**src/rtl/id_ex_pipe_reg.sv**
```systemverilog
// ---------------------------------------------------------------------------
// id_ex_pipe_reg
//   Generic pipeline stage register used between CPU stages. It moves a
//   control bundle and a data payload across a valid/ready handshake. It also
//   provides an optional skid entry, bubble insertion (control zeroed), a
//   synchronous flush and a saturating stall-cycle counter.
//
// Parameters
//   CTRL_W : control bundle width; zeroed by bubble and flush
//   DATA_W : payload width; cleared only by reset
//   SKID   : 1 = two entries, registered ready_o; 0 = one entry,
//            combinational ready_o
//   CNT_W  : stall counter width
//
// Ports
//   clk_i       in  : clock, every flop samples on the rising edge
//   rst_i       in  : asynchronous active-high reset
//   valid_i     in  : upstream beat valid
//   ready_o     out : stage can accept a beat
//   ctrl_i      in  : upstream control bundle
//   data_i      in  : upstream payload
//   noop_i      in  : capture the accepted beat with its control forced to 0
//   flush_i     in  : discard held and incoming beats
//   valid_o     out : output beat valid
//   ready_i     in  : downstream accepts
//   ctrl_o      out : registered control
//   data_o      out : registered payload
//   stall_cnt_o out : saturating count of cycles with valid_o=1, ready_i=0
// ---------------------------------------------------------------------------
module id_ex_pipe_reg #(
  parameter int CTRL_W = 8,
  parameter int DATA_W = 128,
  parameter int SKID   = 1,
  parameter int CNT_W  = 16
) (
  input  logic              clk_i,
  input  logic              rst_i,
  input  logic              valid_i,
  output logic              ready_o,
  input  logic [CTRL_W-1:0] ctrl_i,
  input  logic [DATA_W-1:0] data_i,
  input  logic              noop_i,
  input  logic              flush_i,
  output logic              valid_o,
  input  logic              ready_i,
  output logic [CTRL_W-1:0] ctrl_o,
  output logic [DATA_W-1:0] data_o,
  output logic [CNT_W-1:0]  stall_cnt_o
);

  localparam logic [CNT_W-1:0] CNT_MAX = {CNT_W{1'b1}};
  localparam logic [CNT_W-1:0] CNT_ONE = {{(CNT_W-1){1'b0}}, 1'b1};

  logic              valid_r;
  logic [CTRL_W-1:0] ctrl_r;
  logic [DATA_W-1:0] data_r;
  logic [CNT_W-1:0]  cnt_r;

  logic              ready_s;
  logic              accept_s;
  logic              load_out_s;
  logic [CTRL_W-1:0] cin_s;
  logic              skid_valid_s;
  logic [CTRL_W-1:0] skid_ctrl_s;
  logic [DATA_W-1:0] skid_data_s;

  // The output register can take a new beat when it is empty or draining.
  assign load_out_s = ~valid_r | ready_i;
  assign accept_s   = valid_i & ready_s & ~flush_i;

  // Captured control value: a bubble keeps the payload but zeroes the control.
  always_comb begin
    cin_s = {CTRL_W{1'b0}};
    if (noop_i) begin
      cin_s = {CTRL_W{1'b0}};
    end else begin
      cin_s = ctrl_i;
    end
  end

  generate
    if (SKID != 0) begin : g_skid
      logic              skid_valid_r;
      logic [CTRL_W-1:0] skid_ctrl_r;
      logic [DATA_W-1:0] skid_data_r;
      logic              skid_load_s;

      // A beat taken while the output is stalled parks in the skid entry.
      assign skid_load_s = accept_s & valid_r & ~ready_i;

      // Skid entry: fills on a stalled accept, empties into the output register.
      always_ff @(posedge clk_i or posedge rst_i) begin
        if (rst_i) begin
          skid_valid_r <= 1'b0;
          skid_ctrl_r  <= {CTRL_W{1'b0}};
          skid_data_r  <= {DATA_W{1'b0}};
        end else if (flush_i) begin
          skid_valid_r <= 1'b0;
        end else if (skid_valid_r && load_out_s) begin
          skid_valid_r <= 1'b0;
        end else if (skid_load_s) begin
          skid_valid_r <= 1'b1;
          skid_ctrl_r  <= cin_s;
          skid_data_r  <= data_i;
        end else begin
          skid_valid_r <= skid_valid_r;
        end
      end

      assign skid_valid_s = skid_valid_r;
      assign skid_ctrl_s  = skid_ctrl_r;
      assign skid_data_s  = skid_data_r;
      // Registered ready: upstream sees back-pressure one cycle late, which
      // the skid entry absorbs.
      assign ready_s      = ~skid_valid_r;
    end else begin : g_noskid
      assign skid_valid_s = 1'b0;
      assign skid_ctrl_s  = {CTRL_W{1'b0}};
      assign skid_data_s  = {DATA_W{1'b0}};
      assign ready_s      = load_out_s;
    end
  endgenerate

  // Output register: flush wins, then the skid drains ahead of new input.
  always_ff @(posedge clk_i or posedge rst_i) begin
    if (rst_i) begin
      valid_r <= 1'b0;
      ctrl_r  <= {CTRL_W{1'b0}};
      data_r  <= {DATA_W{1'b0}};
    end else if (flush_i) begin
      valid_r <= 1'b0;
      ctrl_r  <= {CTRL_W{1'b0}};
    end else if (load_out_s) begin
      if (skid_valid_s) begin
        valid_r <= 1'b1;
        ctrl_r  <= skid_ctrl_s;
        data_r  <= skid_data_s;
      end else if (accept_s) begin
        valid_r <= 1'b1;
        ctrl_r  <= cin_s;
        data_r  <= data_i;
      end else begin
        valid_r <= 1'b0;
      end
    end else begin
      valid_r <= valid_r;
    end
  end

  // Stall counter: counts stalled output cycles, sticks at its maximum.
  always_ff @(posedge clk_i or posedge rst_i) begin
    if (rst_i) begin
      cnt_r <= {CNT_W{1'b0}};
    end else if (valid_r && !ready_i && !flush_i && (cnt_r != CNT_MAX)) begin
      cnt_r <= cnt_r + CNT_ONE;
    end else begin
      cnt_r <= cnt_r;
    end
  end

  assign ready_o     = ready_s;
  assign valid_o     = valid_r;
  assign ctrl_o      = ctrl_r;
  assign data_o      = data_r;
  assign stall_cnt_o = cnt_r;

endmodule

```
**config.mk**
```make
export PLATFORM = sky130hd
export DESIGN_NAME = id_ex_pipe_reg
export DESIGN_NICKNAME = d
export VERILOG_FILES = /design/src/rtl/id_ex_pipe_reg.sv
export SDC_FILE = /design/constraint.sdc
export NUM_CORES = 1
export LEC_CHECK = 0
export BUFFER_PORTS_ARGS = -buffer_cell sky130_fd_sc_hd__buf_2
export CORE_MARGIN = 2
export CORE_UTILIZATION = 55
export DETAILED_ROUTE_END_ITERATION = 7
export PLACE_DENSITY = 0.87
export SYNTH_ARGS = -nofsm -noshare
export SYNTH_HDL_FRONTEND = slang
export SYNTH_SLANG_ARGS = --single-unit
```
**constraint.sdc**
```tcl
create_clock -name clk_i -period 29.1 [get_ports clk_i]
set_input_delay 7.275 -clock clk_i [delete_from_list [all_inputs] [get_ports clk_i]]
set_output_delay 7.275 -clock clk_i [all_outputs]
set_load 0.03 [all_outputs]
```
==> key figures <==
Outcome
  • Status: finished clean

GRT
  • Met2 Track Usage GR: 0.389
  • Initial antenna violation count: 3
  • GR met1 Demand/Resource: 0.300
  • All-layer global routing usage: 0.233
  • Vias in the first global route: ~8700
  • Largest net degree at the start of global routing: roughly 160
  • First-pass GRT wire length: 44700 µm
  • Grt met3 use: 0.0529
  • Global routing's busiest layer: met2
  • Grt ovf: 0

Clock network
  • Post-CTS sizing: 0
  • H-tree depth: 1
  • Reg clk slew, reported paths: 60 ps
  • Worst-Skew Late Latency: 540 ps
  • CTS Sinks: between 200 and 300
  • Buffer count from post-CTS setup fixing: 0
  • # hold bufs at CTS: 0
  • CTS tree: yes
  • CTS Buffer Depth: 3
  • CTS root buf: clkbuf_16
  • CTS Buf Count: 30

Yosys
  • Cells after synthesis: 976
  • Sequential area share after synthesis: 0.598
  • Mapped Nets: between 1000 and 1500
  • Yosys warns: 0
  • Seq cells post-synth: 290
  • Mapped Avg Cell Area: 12.4 µm²
  • Top cells by area, synth: dfrtp_1 (60%), mux2i_1 (11%), mux2_2 (7.9%)
  • Post-synth top area share: 0.598
  • Synth area leader: dfrtp_1
  • Mapped Area: ~12000 µm²
  • Unique masters post-synth: 37

STA
  • Fmax: 0.106 GHz
  • Final worst-path cycle share: 0.324
  • Final Hold Viols: 0
  • Max transition margin: 0.322
  • Final setup violation count: 0
  • Setup TNS: 0 ps
  • Final number of max-transition violations: 0
  • Worst-Margin Slew: between 1000 and 1500 ps
  • Worst Skew: about 8.4 ps
  • RSZ-0062 raised after global routing: no
  • Tmin final: 9430 ps

Power
  • Pwr Density: ~78 nW/µm²
  • Leakage: between 0.007 and 0.008 µW
  • Maximum vdd drop: 0.0000553 V

Setup path
  • Req. time, crit path: slightly below 30000 ps
  • Slowest CP cell: buf_4
  • Max incr delay on CP: about 730 ps
  • Critical Path Start Type: input port
  • Sequence of cells on the critical path: buf_2 -> nor3b_2 -> nand3_4 -> buf_4 -> buf_4 -> mux2_2
  • CP arrival: 9850 ps
  • Most common cell on crit path: buf_4
  • WS Path Type: input port to register
  • Buf/Inv on CP: 3
  • Top delay family on crit path: buffers and inverters
  • Register-to-Register Setup Slack: between 20000 and 30000 ps
  • CP Capture Type: register
  • Crit path max fanout: 61

Detailed routing
  • Drt via density: approximately 5.4
  • Final wirelength: roughly 27000 µm
  • Iteration count of the initial detailed-routing pass: 4
  • DRC Markers: 0
  • WL per Instance: about 17 µm
  • Antenna viol nets, final: 0
  • Via count: about 8500
  • 1st-iter DRT viols: about 440

Placed design
  • Dpl cells: 1500
  • Hpwl dp: around 18000 µm
  • Port bufs: slightly below 300
  • Final GP Congestion: approximately 0.8

Final layout
  • Final net count: approximately 1400
  • Area growth from synthesis to layout: 21.6%
  • Layout cell share with drive strength beyond 1: 0.349
  • Fillers: between 1500 and 2000
  • Final Non-Filler Cells: about 1600

Floorplan
  • Site Rows: 54
  • CORE AREA: about 22000 µm²
  • Die X: 153 µm
  • Die Footprint: 23300 µm²
  • Initial Util: 0.558
  • Ports: 296
  • Die Y: 153 µm

Flow run
  • Maxcap violations: 0

Worst hold path
  • Tightest Hold Check Type: register to register
[registers in the layout (all words and copies together), names as in the netlist]
name,flops
data_o,128
g_skid.skid_data_r,128
stall_cnt_o,16
ctrl_o,8
g_skid.skid_ctrl_r,8
g_skid.skid_valid_r,1
valid_o,1
[kinds of logic after synthesis]
family | share of synthesized area
XOR/XNOR | 0.00937
AND/OR/NAND/NOR | 0.0732
flip-flops | 0.598
buffers and inverters | 0.0260
AO/OA/AOI/OAI | 0.0669
adder cells (fa/ha/maj) | 0.00103
multiplexers | 0.226
[cell type report]
class                           count  area (µm²)  share of cell area
Sequential cell                   290        7260               0.492
Inverter                            2        15.0             0.00102
Multi-Input combinational cell    625        4580               0.310
Clock buffer                       43         891              0.0603
Timing Repair Buffer              303        1550               0.105
Tap cell                          280         350              0.0237
Clock inverter                     12         116             0.00788
Antenna cell                        2        5.00            0.000339
[cells in the final DEF, fill, tap and decap left out, types with 3 or more instances in the layout]
master     count
clkbuf_8       7
mux2i_1      128
buf_2        295
clkinv_2       8
xor2_1        10
buf_4          7
nand2b_1       9
mux2_1        45
nand2_1      150
nor4_1         3
o21ai_0       18
dfrtp_1      289
nor2_1         7
mux2_2        85
o21ai_1      128
nor3_1         4
clkbuf_1       5
a22o_1         8
nand4_1        5
xnor2_1        3
nand3_1        5
clkbuf_16     31
[power by group]
group / internal [µW] / switching, µW
Clock: 229 / 153
Combinational: 86.9 / 140
Sequential: 489 / 48.6
Total: 805 / 341
[Yosys cell counts]
cell and count:
buf_2 30, or3b_1 1, nand4_1 5, buf_6 4
o21ai_0 18, nand2_1 150, nand3_2 1, nand4_2 1
inv_1 2, nor4b_1 1, nor3_1 4, dfrtp_1 290
nand3_1 5, clkbuf_1 20, and3_1 1, xor2_1 10
mux2_1 45, o21ai_1 128, o41a_1 1, and4_1 2
nor4_4 1, buf_4 5, xnor2_1 3, or3_4 1
mux2i_1 128, nand4b_1 1, and4b_1 1, nor2b_1 1
nor3b_2 1, nor4_1 3, and2_1 1, nor2_1 7
nand2b_1 9, and3b_1 1, ha_1 1, a22o_1 8
mux2_2 85
[worst paths after layout]
check	from	end	depth (start not counted)
hold reg to reg	data_o[17]	data_o[17]	2
max in group asynchronous	rst_i	g_skid.skid_data_r[90]	3
hold / removal	data_o[17]	data_o[17]	2
setup reg to reg	g_skid.skid_valid_r	g_skid.skid_data_r[62]	5
min in group asynchronous	rst_i	data_o[29]	2
setup / recovery	flush_i	g_skid.skid_data_r[62]	6
[metrics by stage]
| stage | util | power (µW) | cell area [µm²] | setup WS [ps] | hold WS, ps |
|---|---|---|---|---|---|
| after floorplan | - | 693 | 12100 | 13820 | 450 |
| after global placement | 0.632 | 756 | 13800 | 19180 | 461 |
| after detailed placement | 0.632 | 771 | 13800 | 19180 | 470 |
| after CTS | 0.679 | 1160 | 14800 | 19740 | 483 |
| after global routing | 0.679 | 1200 | 14800 | 19550 | 498 |
| final | 0.679 | 1150 | 14800 | 19670 | 476 |
[layer usage]
layer / vias to the layer above / share of wire
met5: - / 0.00026
met4: 2 / 0.034
li1: 3960 / -
met2: 279 / 0.48
met3: 74 / 0.072
met1: 4149 / 0.41
[tightest hold or removal path: cells and delay by family, from the launching register on]
kind               cells  cell delay, ps
DFF                    1             340
and+or+nand+nor        1              50
AOI/OAI and AO/OA      1              60
Power figures use the tool's default switching activity.
